[src/rtl/hazard_ctrl_mc.sv]
// Pipeline hazard controller: memory freeze with timeout, branch flush, mul/div interlock and
// load-use bubble. Optional statistics counters are built when HZ_STATS_EN is defined.
module hazard_ctrl_mc #(
    parameter int unsigned REG_W    = 5,
    parameter int unsigned MD_LAT   = 32,
    parameter int unsigned MD_CNT_W = 6,
    parameter int unsigned MEM_TMO  = 255,
    parameter int unsigned STAT_W   = 32
) (
    input  logic              clk,
    input  logic              rst,
    input  logic [REG_W-1:0]  if2idRs,
    input  logic [REG_W-1:0]  if2idRt,
    input  logic [REG_W-1:0]  id2exRt,
    input  logic              id2ex_MemRead,
    input  logic              id_md_use,
    input  logic              ex_md_start,
    input  logic              ex_branch_tkn,
    input  logic              mem_req,
    input  logic              mem_ready,
    output logic              PCWrite,
    output logic              IF2IDWrite,
    output logic              con_mux,
    output logic              IF2IDFlush,
    output logic              ID2EXWrite,
    output logic              EX2MEMWrite,
    output logic              MEM2WBValid,
    output logic              md_busy,
    output logic              mem_err,
    output logic [STAT_W-1:0] stall_cycles,
    output logic [STAT_W-1:0] flush_count
);

    localparam int unsigned TMO_W = (MEM_TMO < 1) ? 1 : $clog2(MEM_TMO + 1);

    typedef enum logic {StRun, StMemWait} state_e;

    state_e              state_q, state_d;
    logic [MD_CNT_W-1:0] md_cnt_q, md_cnt_d;
    logic [TMO_W-1:0]    tmo_cnt_q, tmo_cnt_d;
    logic                mem_err_q, mem_err_d;

    logic freeze, load_use, md_stall;

    assign freeze   = mem_req && !mem_ready;
    assign md_busy  = (md_cnt_q != '0);
    assign md_stall = id_md_use && md_busy;
    assign load_use = id2ex_MemRead && (id2exRt != '0) &&
                      ((if2idRs == id2exRt) || (if2idRt == id2exRt));
    assign mem_err  = mem_err_q;

    // State register
    always_ff @(posedge clk) begin
        if (rst) begin
            state_q   <= StRun;
            md_cnt_q  <= '0;
            tmo_cnt_q <= '0;
            mem_err_q <= 1'b0;
        end else begin
            state_q   <= state_d;
            md_cnt_q  <= md_cnt_d;
            tmo_cnt_q <= tmo_cnt_d;
            mem_err_q <= mem_err_d;
        end
    end

    // Next-state logic
    always_comb begin
        state_d   = state_q;
        tmo_cnt_d = '0;
        mem_err_d = mem_err_q;
        md_cnt_d  = md_cnt_q;

        unique case (state_q)
            StRun: begin
                if (freeze) begin
                    state_d = StMemWait;
                end
            end
            StMemWait: begin
                if (!freeze) begin
                    state_d = StRun;
                end
            end
            default: state_d = StRun;
        endcase

        // tmo_cnt holds the number of wait cycles already spent; saturates at the limit
        if (freeze) begin
            if (tmo_cnt_q == TMO_W'(MEM_TMO)) begin
                tmo_cnt_d = tmo_cnt_q;
            end else begin
                tmo_cnt_d = tmo_cnt_q + 1'b1;
            end
            if ((state_q == StMemWait) && (tmo_cnt_q == TMO_W'(MEM_TMO))) begin
                mem_err_d = 1'b1;
            end
        end

        // The mul/div unit keeps counting through a freeze; only new issues are blocked
        if (ex_md_start && !freeze) begin
            md_cnt_d = MD_CNT_W'(MD_LAT);
        end else if (md_busy) begin
            md_cnt_d = md_cnt_q - 1'b1;
        end
    end

    // Output logic
    always_comb begin
        PCWrite     = 1'b1;
        IF2IDWrite  = 1'b1;
        con_mux     = 1'b1;
        IF2IDFlush  = 1'b0;
        ID2EXWrite  = 1'b1;
        EX2MEMWrite = 1'b1;
        MEM2WBValid = 1'b1;

        if (!rst) begin
            if (freeze) begin
                PCWrite     = 1'b0;
                IF2IDWrite  = 1'b0;
                ID2EXWrite  = 1'b0;
                EX2MEMWrite = 1'b0;
                MEM2WBValid = 1'b0;
            end else if (ex_branch_tkn) begin
                IF2IDFlush = 1'b1;
                con_mux    = 1'b0;
            end else if (md_stall || load_use) begin
                PCWrite    = 1'b0;
                IF2IDWrite = 1'b0;
                con_mux    = 1'b0;
            end
        end
    end

`ifdef HZ_STATS_EN
    logic [STAT_W-1:0] stall_q, stall_d;
    logic [STAT_W-1:0] flush_q, flush_d;

    always_ff @(posedge clk) begin
        if (rst) begin
            stall_q <= '0;
            flush_q <= '0;
        end else begin
            stall_q <= stall_d;
            flush_q <= flush_d;
        end
    end

    always_comb begin
        stall_d = stall_q;
        flush_d = flush_q;
        if (!PCWrite) begin
            stall_d = stall_q + 1'b1;
        end
        if (IF2IDFlush) begin
            flush_d = flush_q + 1'b1;
        end
    end

    assign stall_cycles = stall_q;
    assign flush_count  = flush_q;
`else
    assign stall_cycles = '0;
    assign flush_count  = '0;
`endif

endmodule

[config.mk]
export PLATFORM = sky130hd
export DESIGN_NAME = hazard_ctrl_mc
export DESIGN_NICKNAME = d
export VERILOG_FILES = /design/src/rtl/hazard_ctrl_mc.sv
export SDC_FILE = /design/constraint.sdc
export NUM_CORES = 1
export LEC_CHECK = 0
export CAP_MARGIN = 0
export CORE_ASPECT_RATIO = 1.1
export CORE_MARGIN = 2
export CORE_UTILIZATION = 24
export CTS_BUF_LIST = sky130_fd_sc_hd__clkbuf_4 sky130_fd_sc_hd__clkbuf_8
export DETAILED_ROUTE_END_ITERATION = 6
export PLACE_DENSITY_LB_ADDON = 0.1
export REMOVE_ABC_BUFFERS = 1
export SLEW_MARGIN = 10
export SYNTH_ARGS = -nofsm -noshare
export SYNTH_HDL_FRONTEND = slang
export SYNTH_SLANG_ARGS = --single-unit
[constraint.sdc]
create_clock -name clk -period 2.3 [get_ports clk]
set_input_delay 0.345 -clock clk [delete_from_list [all_inputs] [get_ports clk]]
set_output_delay 0.345 -clock clk [all_outputs]
set_load 0.02 [all_outputs]
* Word-level counts from Yosys, hierarchy flattened
Index checks and enable logic that the tools add are counted.
Operators by class: equal/unequal tests 3, multiplexer cells 15, bitwise logic cells 1, $add $sub $neg 2, reduce and logical (&&, ||, !) cells 16
Operators with widths (number):
- 1-bit 2-to-1 mux | 13
- 6-bit 2-to-1 mux | 2
- 5-bit equality test | 2
- 8-bit by 1-bit adder with 8-bit output (second input constant) | 1
- 8-bit equality test (second input constant) | 1
- 1-bit logical AND | 6
- 6-bit nonzero test | 1
- 6-bit by 1-bit subtractor with 6-bit output (second input constant) | 1
- 5-bit nonzero test | 1
- 2-bit OR reduction | 2
- 1-bit zero test | 2
- 1-bit logical OR | 2
- 2-bit AND reduction | 1
- 2-bit nonzero test | 1
- 1-bit inverter | 1
Storage, ports and cells: output and inout bits 73, bits of input ports 23, word-level logic and storage cells 42, flip-flop bits (word level) 16

* Longest topological paths before layout
Gate-level depths: netlist of run 1.
depth in word-level cells 8, depth in mapped cells 7, gate-level depth less buffers 6

* Worst setup path before layout of run 1
No wires, ideal clock.
path kind input -> output, start point input port id2exRt[1], end point output port PCWrite, buffers on the path 1, stages on the path 5, required time 1955 ps, arrival time 1673 ps, path slack 282 ps, cell sequence or4_1 -> o21ai_1 -> o21ai_1 -> a21oi_1 -> buf_4
On the way: longest elaborated chain between the ends 8, elaborated cells between the ends (all ways) 11, those cells by class eq/ne: 2; mux: 4; reduce/logical: 5
Ends and longest elaborated chain:
- start, declared | line 14 | input logic [REG_W-1:0] id2exRt,
- 5-bit equality test / 5-bit nonzero test (equally long branches) | line 49, 48
- 1-bit logical OR / 1-bit logical AND (equally long branches) | line 49, 48
- 1-bit logical AND (*) | line 48 | assign load_use = id2ex_MemRead && (id2exRt != '0) &&
- 1-bit logical OR (*) | line 128 | end else if (md_stall || load_use) begin
- 1-bit 2-to-1 mux (*) (4 in a row)
- end, declared | line 21 | output logic PCWrite,
Mark *: on every way between the ends. The rest lies on a longest branch, timed or not.

* Worst setup path after layout of run 1
start point input port id2exRt[1], end point output port IF2IDWrite
On the way: longest elaborated chain between the ends 8, elaborated cells between the ends (all ways) 11, those cells by class eq/ne: 2; mux: 4; reduce/logical: 5
Ends and longest elaborated chain:
- 5-bit equality test / 5-bit nonzero test (equally long branches) | line 49, 48
- 1-bit logical OR / 1-bit logical AND (equally long branches) | line 49, 48
- 1-bit logical AND (*) | line 48
- 1-bit logical OR (*) | line 128
- 1-bit 2-to-1 mux (*) | line 128
- 1-bit 2-to-1 mux (*) | line 125 | end else if (ex_branch_tkn) begin
- 1-bit 2-to-1 mux (*) | line 119 | if (freeze) begin
- 1-bit 2-to-1 mux (*) | line 118 | if (!rst) begin
- end, declared | line 22 | output logic IF2IDWrite,
Marks and branches as above.

==> implementation parameters, run 1 <==
Parameter                              Value

Setup path
  Cells traversed along the worst timing path ... clkdlybuf4s50_1, or4_1, o21ai_2, o21ai_2, a21oi_2, buf_2
  Worst path arrival time ... approximately 1.8 ns
  Launching point of the worst reg2reg path ... tmo_cnt_q[0]
  Delay of the slowest cell on the worst path ... about 0.54 ns
  Critical path's top delay family ... buffers and inverters
  Minimum setup slack among reg-to-reg paths ... 0.73 ns
  Worst Setup Start Kind ... input pin
  Most common cell type on the critical path ... sky130_fd_sc_hd__o21ai_2
  Endpoint type of the worst setup path ... primary output
  Data required time of the critical path ... slightly below 2 ns
  Cell depth of the worst flop-to-flop path ... 6
  Critical Setup Path Class ... in2out
  Crit path max fanout ... 2
  Critical Path Slowest Stage Cell ... sky130_fd_sc_hd__or4_1
  Reg-to-reg critical path endpoint ... tmo_cnt_q[5]
  Number of buffer and inverter stages on the critical path ... 2

Placed design
  Dpl cells ... 281
  Gp weighted congestion ... just over 0.7
  Quantity of I/O buffers inserted on ports ... 31
  Area after detailed placement ... 0.001546 mm^2
  Post-place setup slack ... -0.3735 ns
  Detailed placement HPWL ... between 2000 and 2500 um

Routing
  ANT nets after route ... 0
  Final Routed Wirelength ... between 2000 and 2500 um
  Vias ... 969
  DR WL/cell ... 8.628 um
  Via density per instance ... approximately 3.4
  Number of DRC violations after detailed-routing iteration 0 ... 29
  DRT Pass-1 Iters ... 4
  DRC viols ... 0

Pwr
  Cell Int Power ... between 700 and 800 uW
  Power dissipated by switching net loads ... between 400 and 500 uW
  P_leak ... 0.0007413 uW
  Clock group share of total power ... a little over 20%
  VDD IR-drop max ... 0.3359 mV
  Switching part of the total power ... about two fifths
  Proportion of power drawn by combinational gates ... 49.8%
  Ratio of total power to cell area ... slightly below 800 mW/mm^2
  Reg power frac ... a little under a third

GRT
  Largest net degree at the start of global routing ... 10
  Vias in the first global route ... approximately 820
  Global-route total usage across every layer ... 8.019%
  Initial antenna violation count ... 0
  First-pass GRT wire length ... 3705 um
  Global route total overflow ... 0

Min path
  Hold Crit Depth ... 1
  Endpoint of the worst hold path ... tmo_cnt_q[4]
  Kind of path behind the tightest hold check ... reg2reg
  HP Start ... tmo_cnt_q[4]

Logic synthesis
  Area contributors post-synth ... sky130_fd_sc_hd__buf_4 37%, sky130_fd_sc_hd__dfxtp_1 24%, sky130_fd_sc_hd__xor2_1 7.8%
  Most numerous cell in the Yosys netlist ... sky130_fd_sc_hd__buf_4
  Post-synthesis cell area ... about 0.0013 mm^2
  Most common library cells after synthesis ... 67 x sky130_fd_sc_hd__buf_4, 20 x sky130_fd_sc_hd__nor2_1, 16 x sky130_fd_sc_hd__dfxtp_1
  Post-Syn Area per Cell ... 7.888 um^2
  EDFF count, synth ... 0
  Gate Count Post-Synth ... between 150 and 200
  Share of async-settable or async-resettable flops after synthesis ... 0%
  Share of the synthesized area in the top cell type ... between 30% and 40%
  Number of library cell types mapped by synthesis ... 27
  Synth Flop Type ... sky130_fd_sc_hd__dfxtp_1
  Yosys warnings ... 0
  Total of flip-flops plus latches after synthesis ... 16
  Top cell type by total area after synthesis ... sky130_fd_sc_hd__buf_4
  Sequential area share after synthesis ... a little under a quarter

Status
  Result of the run ... finished clean

Layout
  Synthesis-to-layout area growth ... 18.65%
  Fraction of final layout cells sized beyond drive strength 1 ... around a tenth
  Finished Layout Cells ... 285
  # nets final ... about 240
  Core Util, Final ... between 20 and 30%
  Post-route cell area ... between 0.0015 and 0.002 mm^2
  Number of filler cells placed in the layout ... roughly 600
  Antenna diode count ... 0

Die
  Placeable core region ... approximately 0.0054 mm^2
  Overall die width ... 75.48 um
  Rows ... 28
  Starting density of the core ... 25.00%
  Y dimension of the die ... between 80 and 90 um
  Die area ... approximately 0.0062 mm^2
  Number of top-level pins ... between 90 and 100

STA
  Setup repair after global routing missed its margin ... no
  Worst Hold Slack ... around 0.47 ns
  Count of endpoints failing hold in the final timing report ... 0
  Fmax achieved ... about 0.46 GHz
  Fin Clk Skew ... 0.002177 ns
  Final period util ... 95.07%
  Post-route setup slack ... 0.1135 ns
  Final-report max-slew violation count ... 0
  Min Clock Period, post-route ... approximately 2.2 ns
  Endpoints failing setup ... 0

Clock network
  Number of buffers inserted to repair setup after CTS ... 0
  Number of buffers created by CTS ... 3
  CTS H-tree lvls ... 1
  Clk slew on worst S/H paths ... 0.06 ns
  Hold Buf Count CTS ... 0
  Source-to-sink clock delay at the later pin of the worst-skew pair ... 0.25 ns
  Cell at the root of the clock tree ... sky130_fd_sc_hd__clkbuf_8
  Sinks on the clock net ... 16
  CTS tree ... yes
  Buffer levels on the longest clock path ... 2

Job
  Count of max-cap constraint violations ... 0
-- state kept, by name, indices dropped and copies added, names as in the netlist --
name,count
tmo_cnt_q,8
md_cnt_q,6
mem_err,1
state_q,1
-- placed cells by master (no fill, tap or decap), types with 2 or more instances in the layout --
cell | Yosys | layout
sky130_fd_sc_hd__nand2_1 | 8 | 8
sky130_fd_sc_hd__nand3_1 | 4 | 4
sky130_fd_sc_hd__o21ai_0 | 3 | 3
sky130_fd_sc_hd__dfxtp_1 | 16 | 16
sky130_fd_sc_hd__nand2b_1 | 3 | 3
sky130_fd_sc_hd__inv_1 | 3 | 3
sky130_fd_sc_hd__buf_2 | 0 | 2
sky130_fd_sc_hd__xor2_1 | 12 | 12
sky130_fd_sc_hd__nor2_1 | 20 | 19
sky130_fd_sc_hd__conb_1 | 1 | 64
sky130_fd_sc_hd__clkbuf_8 | 0 | 4
sky130_fd_sc_hd__o21ai_2 | 0 | 2
sky130_fd_sc_hd__a21oi_1 | 4 | 3
sky130_fd_sc_hd__xnor2_1 | 5 | 5
sky130_fd_sc_hd__nor3_1 | 6 | 6
sky130_fd_sc_hd__ha_1 | 3 | 3
sky130_fd_sc_hd__a31oi_1 | 2 | 2
sky130_fd_sc_hd__buf_4 | 67 | 8
sky130_fd_sc_hd__clkdlybuf4s50_1 | 0 | 28
-- how the worst max path moves through the flow --
stage | startpoint | endpoint | slack (ns) | cells after the start
finish | id2exRt[1] | IF2IDWrite | 0.11 | 6
global route | id2exRt[1] | IF2IDWrite | 0.02 | 6
CTS | id2exRt[1] | PCWrite | 0.003 | 6
detailed placement | id2exRt[1] | IF2IDWrite | -0.37 | 6
global placement | id2exRt[3] | IF2IDWrite | -0.35 | 8
floorplan | id2exRt[1] | IF2IDWrite | 0.27 | 4
-- layout make-up --
cell class / count / area (um^2) / area share [%]
clock buffer: 4 / 55.05 / 3.440
sequential: 16 / 320.3 / 20.02
timing repair buffer: 39 / 355.3 / 22.20
tap: 75 / 93.84 / 5.864
inverter: 3 / 11.26 / 0.7037
multi-input combinational: 148 / 764.5 / 47.77
-- routing by layer --
metal  GRT usage (%)  part of all wire, %
met4           2.632                 0.65
met5               0                    0
met1           9.375                   41
met3           2.549                  6.7
met2           13.74                   52
-- cell families (layout without fill, tap and decap cells) --
logic type,Yosys count,in the layout,share of synthesized area (%)
compound gates,15,15,6.493
mux,1,1,0.7421
simple gates,48,48,16.79
other cells,1,64,0.2780
flops,16,16,23.75
xor+xnor,17,17,11.04
buf+inv,70,46,38.13
fa+ha+maj,3,3,2.783
-- through the flow --
stage | TNS, ns | power (uW)
6_report | 0 | 1239
5_1_grt | 0 | 1357
4_1_cts | 0 | 1250
3_5_place_dp | -1.014 | 999.0
3_3_place_gp | -0.9943 | 1010
2_1_floorplan | 0 | 797.4
-- power groups by stage --
stage	clock network [uW]	registers (uW)	logic [uW]
final	250	372	616
after global routing	274	381	701
after CTS	258	372	620
after detailed placement	0	378	621
after global placement	0	379	631
after floorplan	0	369	429
-- timing repair --
item	CTS	global route
pin swaps	0	1
setup endpoints to repair	3	6
gates resized for setup	9	6
Note: power is estimated with default switching activity, not from simulation.
==> run 2, diff against run 1 <==
--- a/config.mk
+++ b/config.mk
@@ -13,7 +13,7 @@
 export DETAILED_ROUTE_END_ITERATION = 6
 export PLACE_DENSITY_LB_ADDON = 0.1
 export REMOVE_ABC_BUFFERS = 1
-export SLEW_MARGIN = 10
+export SLEW_MARGIN = 20
 export SYNTH_ARGS = -nofsm -noshare
 export SYNTH_HDL_FRONTEND = slang
 export SYNTH_SLANG_ARGS = --single-unit
==> results of run 2 <==
No change in the layout: final DEF, timing and power equal those of run 1.
==> run 3, diff against run 2 <==
--- a/config.mk
+++ b/config.mk
@@ -13,6 +13,7 @@
 export DETAILED_ROUTE_END_ITERATION = 6
 export PLACE_DENSITY_LB_ADDON = 0.1
 export REMOVE_ABC_BUFFERS = 1
+export SKIP_LAST_GASP = 1
 export SLEW_MARGIN = 20
 export SYNTH_ARGS = -nofsm -noshare
 export SYNTH_HDL_FRONTEND = slang
==> implementation parameters, run 3 (synthesis results as in run 1) <==
Parameter                              Value

Die
  Rows ... 28
  Starting density of the core ... around 25%
  Number of top-level pins ... 96
  Overall die width ... about 75 um
  Y dimension of the die ... roughly 83 um
  Placeable core region ... 0.005395 mm^2
  Die area ... between 0.006 and 0.007 mm^2

Min path
  HP Start ... tmo_cnt_q[4]
  Hold Crit Depth ... 1
  Kind of path behind the tightest hold check ... reg2reg
  Endpoint of the worst hold path ... tmo_cnt_q[4]

Routing
  Final Routed Wirelength ... roughly 2500 um
  Via density per instance ... ~3.4
  Number of DRC violations after detailed-routing iteration 0 ... 29
  Vias ... between 900 and 1000
  ANT nets after route ... 0
  DRT Pass-1 Iters ... 4
  DRC viols ... 0
  DR WL/cell ... roughly 8.6 um

Layout
  Most common cell after layout, fill and taps aside ... sky130_fd_sc_hd__conb_1
  Largest registers ranked by flip-flop count ... tmo_cnt_q: 8 flops, md_cnt_q: 6 flops
  Core Util, Final ... 29.78%
  Antenna diode count ... 0
  Synthesis-to-layout area growth ... 19.11%
  Largest register FFs ... 8
  Register name with the most flops ... tmo_cnt_q
  # nets final ... roughly 240
  Commonest non-fill, non-tap cells in the layout ... 64 x sky130_fd_sc_hd__conb_1, 28 x sky130_fd_sc_hd__clkdlybuf4s50_1, 19 x sky130_fd_sc_hd__nor2_1
  Fraction of final layout cells sized beyond drive strength 1 ... approximately 10%

STA
  Setup repair after global routing missed its margin ... yes
  Min Clock Period, post-route ... roughly 2.3 ns
  Fmax achieved ... 0.4385 GHz
  Fin Clk Skew ... between 0.002 and 0.0025 ns
  Final-report max-slew violation count ... 0
  Endpoints failing setup ... 0
  Worst Hold Slack ... around 0.47 ns
  Final period util ... 99.14%
  Post-route setup TNS ... 0 ns
  Count of endpoints failing hold in the final timing report ... 0

Setup path
  Worst Setup Start Kind ... input pin
  Cell depth of the worst flop-to-flop path ... 6
  Worst path arrival time ... roughly 1.9 ns
  Launch point of the worst path ... id2exRt[1]
  Data required time of the critical path ... between 1.5 and 2 ns
  Crit path max fanout ... 2
  Critical Setup Path Class ... in2out
  Minimum setup slack among reg-to-reg paths ... ~0.73 ns
  Launching point of the worst reg2reg path ... tmo_cnt_q[0]
  Endpoint type of the worst setup path ... primary output
  Reg-to-reg critical path endpoint ... tmo_cnt_q[5]

GRT
  Global-route total usage across every layer ... under 10%
  Vias in the first global route ... between 800 and 900
  First-pass GRT wire length ... approximately 3700 um
  Global route total overflow ... 0
  Initial antenna violation count ... 0
  Largest net degree at the start of global routing ... 10

Clock network
  Source-to-sink clock delay at the later pin of the worst-skew pair ... about 0.25 ns
  Number of buffers created by CTS ... 3
  Cell at the root of the clock tree ... sky130_fd_sc_hd__clkbuf_8
  CTS tree ... yes
  CTS H-tree lvls ... 1
  Clk slew on worst S/H paths ... 0.06 ns
  Buffer levels on the longest clock path ... 2
  Sinks on the clock net ... 16

Status
  Result of the run ... finished clean

Pwr
  P_leak ... between 0.0007 and 0.0008 uW
  VDD IR-drop max ... approximately 0.34 mV
  Ratio of total power to cell area ... 772.2 mW/mm^2
  Sum of internal, switching and leakage power ... roughly 1200 uW

Placed design
  Detailed placement HPWL ... approximately 2100 um
  Quantity of I/O buffers inserted on ports ... 31
  Gp weighted congestion ... just over 0.7

Job
  Count of max-cap constraint violations ... 0
==> run 3: worst max path at each step <==
| stage | endpoint | cells past startpoint |
|---|---|---|
| 5_1_grt | PCWrite | 6 |
| 4_1_cts | PCWrite | 6 |
| 3_3_place_gp | IF2IDWrite | 8 |
| 3_5_place_dp | IF2IDWrite | 6 |
| 6_report | PCWrite | 6 |
| 2_1_floorplan | IF2IDWrite | 4 |
==> run 3: worst max-delay path: stages <==
cell                              delay (ns)
sky130_fd_sc_hd__clkdlybuf4s50_1        0.41
sky130_fd_sc_hd__or4_1                  0.54
sky130_fd_sc_hd__o21ai_2                0.15
sky130_fd_sc_hd__o21ai_2                0.09
sky130_fd_sc_hd__a21oi_2                0.14
sky130_fd_sc_hd__clkdlybuf4s15_2        0.27
==> run 3: area by class of cell <==
type	count	area, um^2
multi-input cells	148	764.5
inverters	3	11.26
well taps	75	93.84
repair buffers	39	361.6
flip-flops and latches	16	320.3
clock buffers	4	55.05
fillers	597	3789
==> run 3: stage by stage <==
stage	instances	setup slack, ns	cell area, um^2
floorplan	167	0.2709	1082
global placement	281	-0.3521	1546
detailed placement	281	-0.3735	1546
CTS	285	0.003492	1598
global route	285	-0.08327	1607
finish	285	0.01974	1607
==> run 3: what timing repair did <==
item,in CTS,in global routing
setup buffers,0,0
hold buffers,0,0
setup endpoints to repair,3,6
pin swaps,0,1
resized for setup,9,5
==> run 3: layer usage <==
metal / up-vias / wire [um] / global-route usage (%)
li1: 495 / - / -
met1: 424 / 1001 / 9.375
met2: 48 / 1274 / 13.74
met3: 2 / 164 / 2.549
met4: 0 / 16 / 2.632
met5: - / 0 / 0
==> run 3: report_power, final <==
part,switching [uW],leakage [uW],internal (uW),total [uW]
Combinational,351,0.000585,267,618
Sequential,42.4,0.000130,329,372
Clock,98.4,0.0000288,152,250
Total,492,0.000744,748,1240
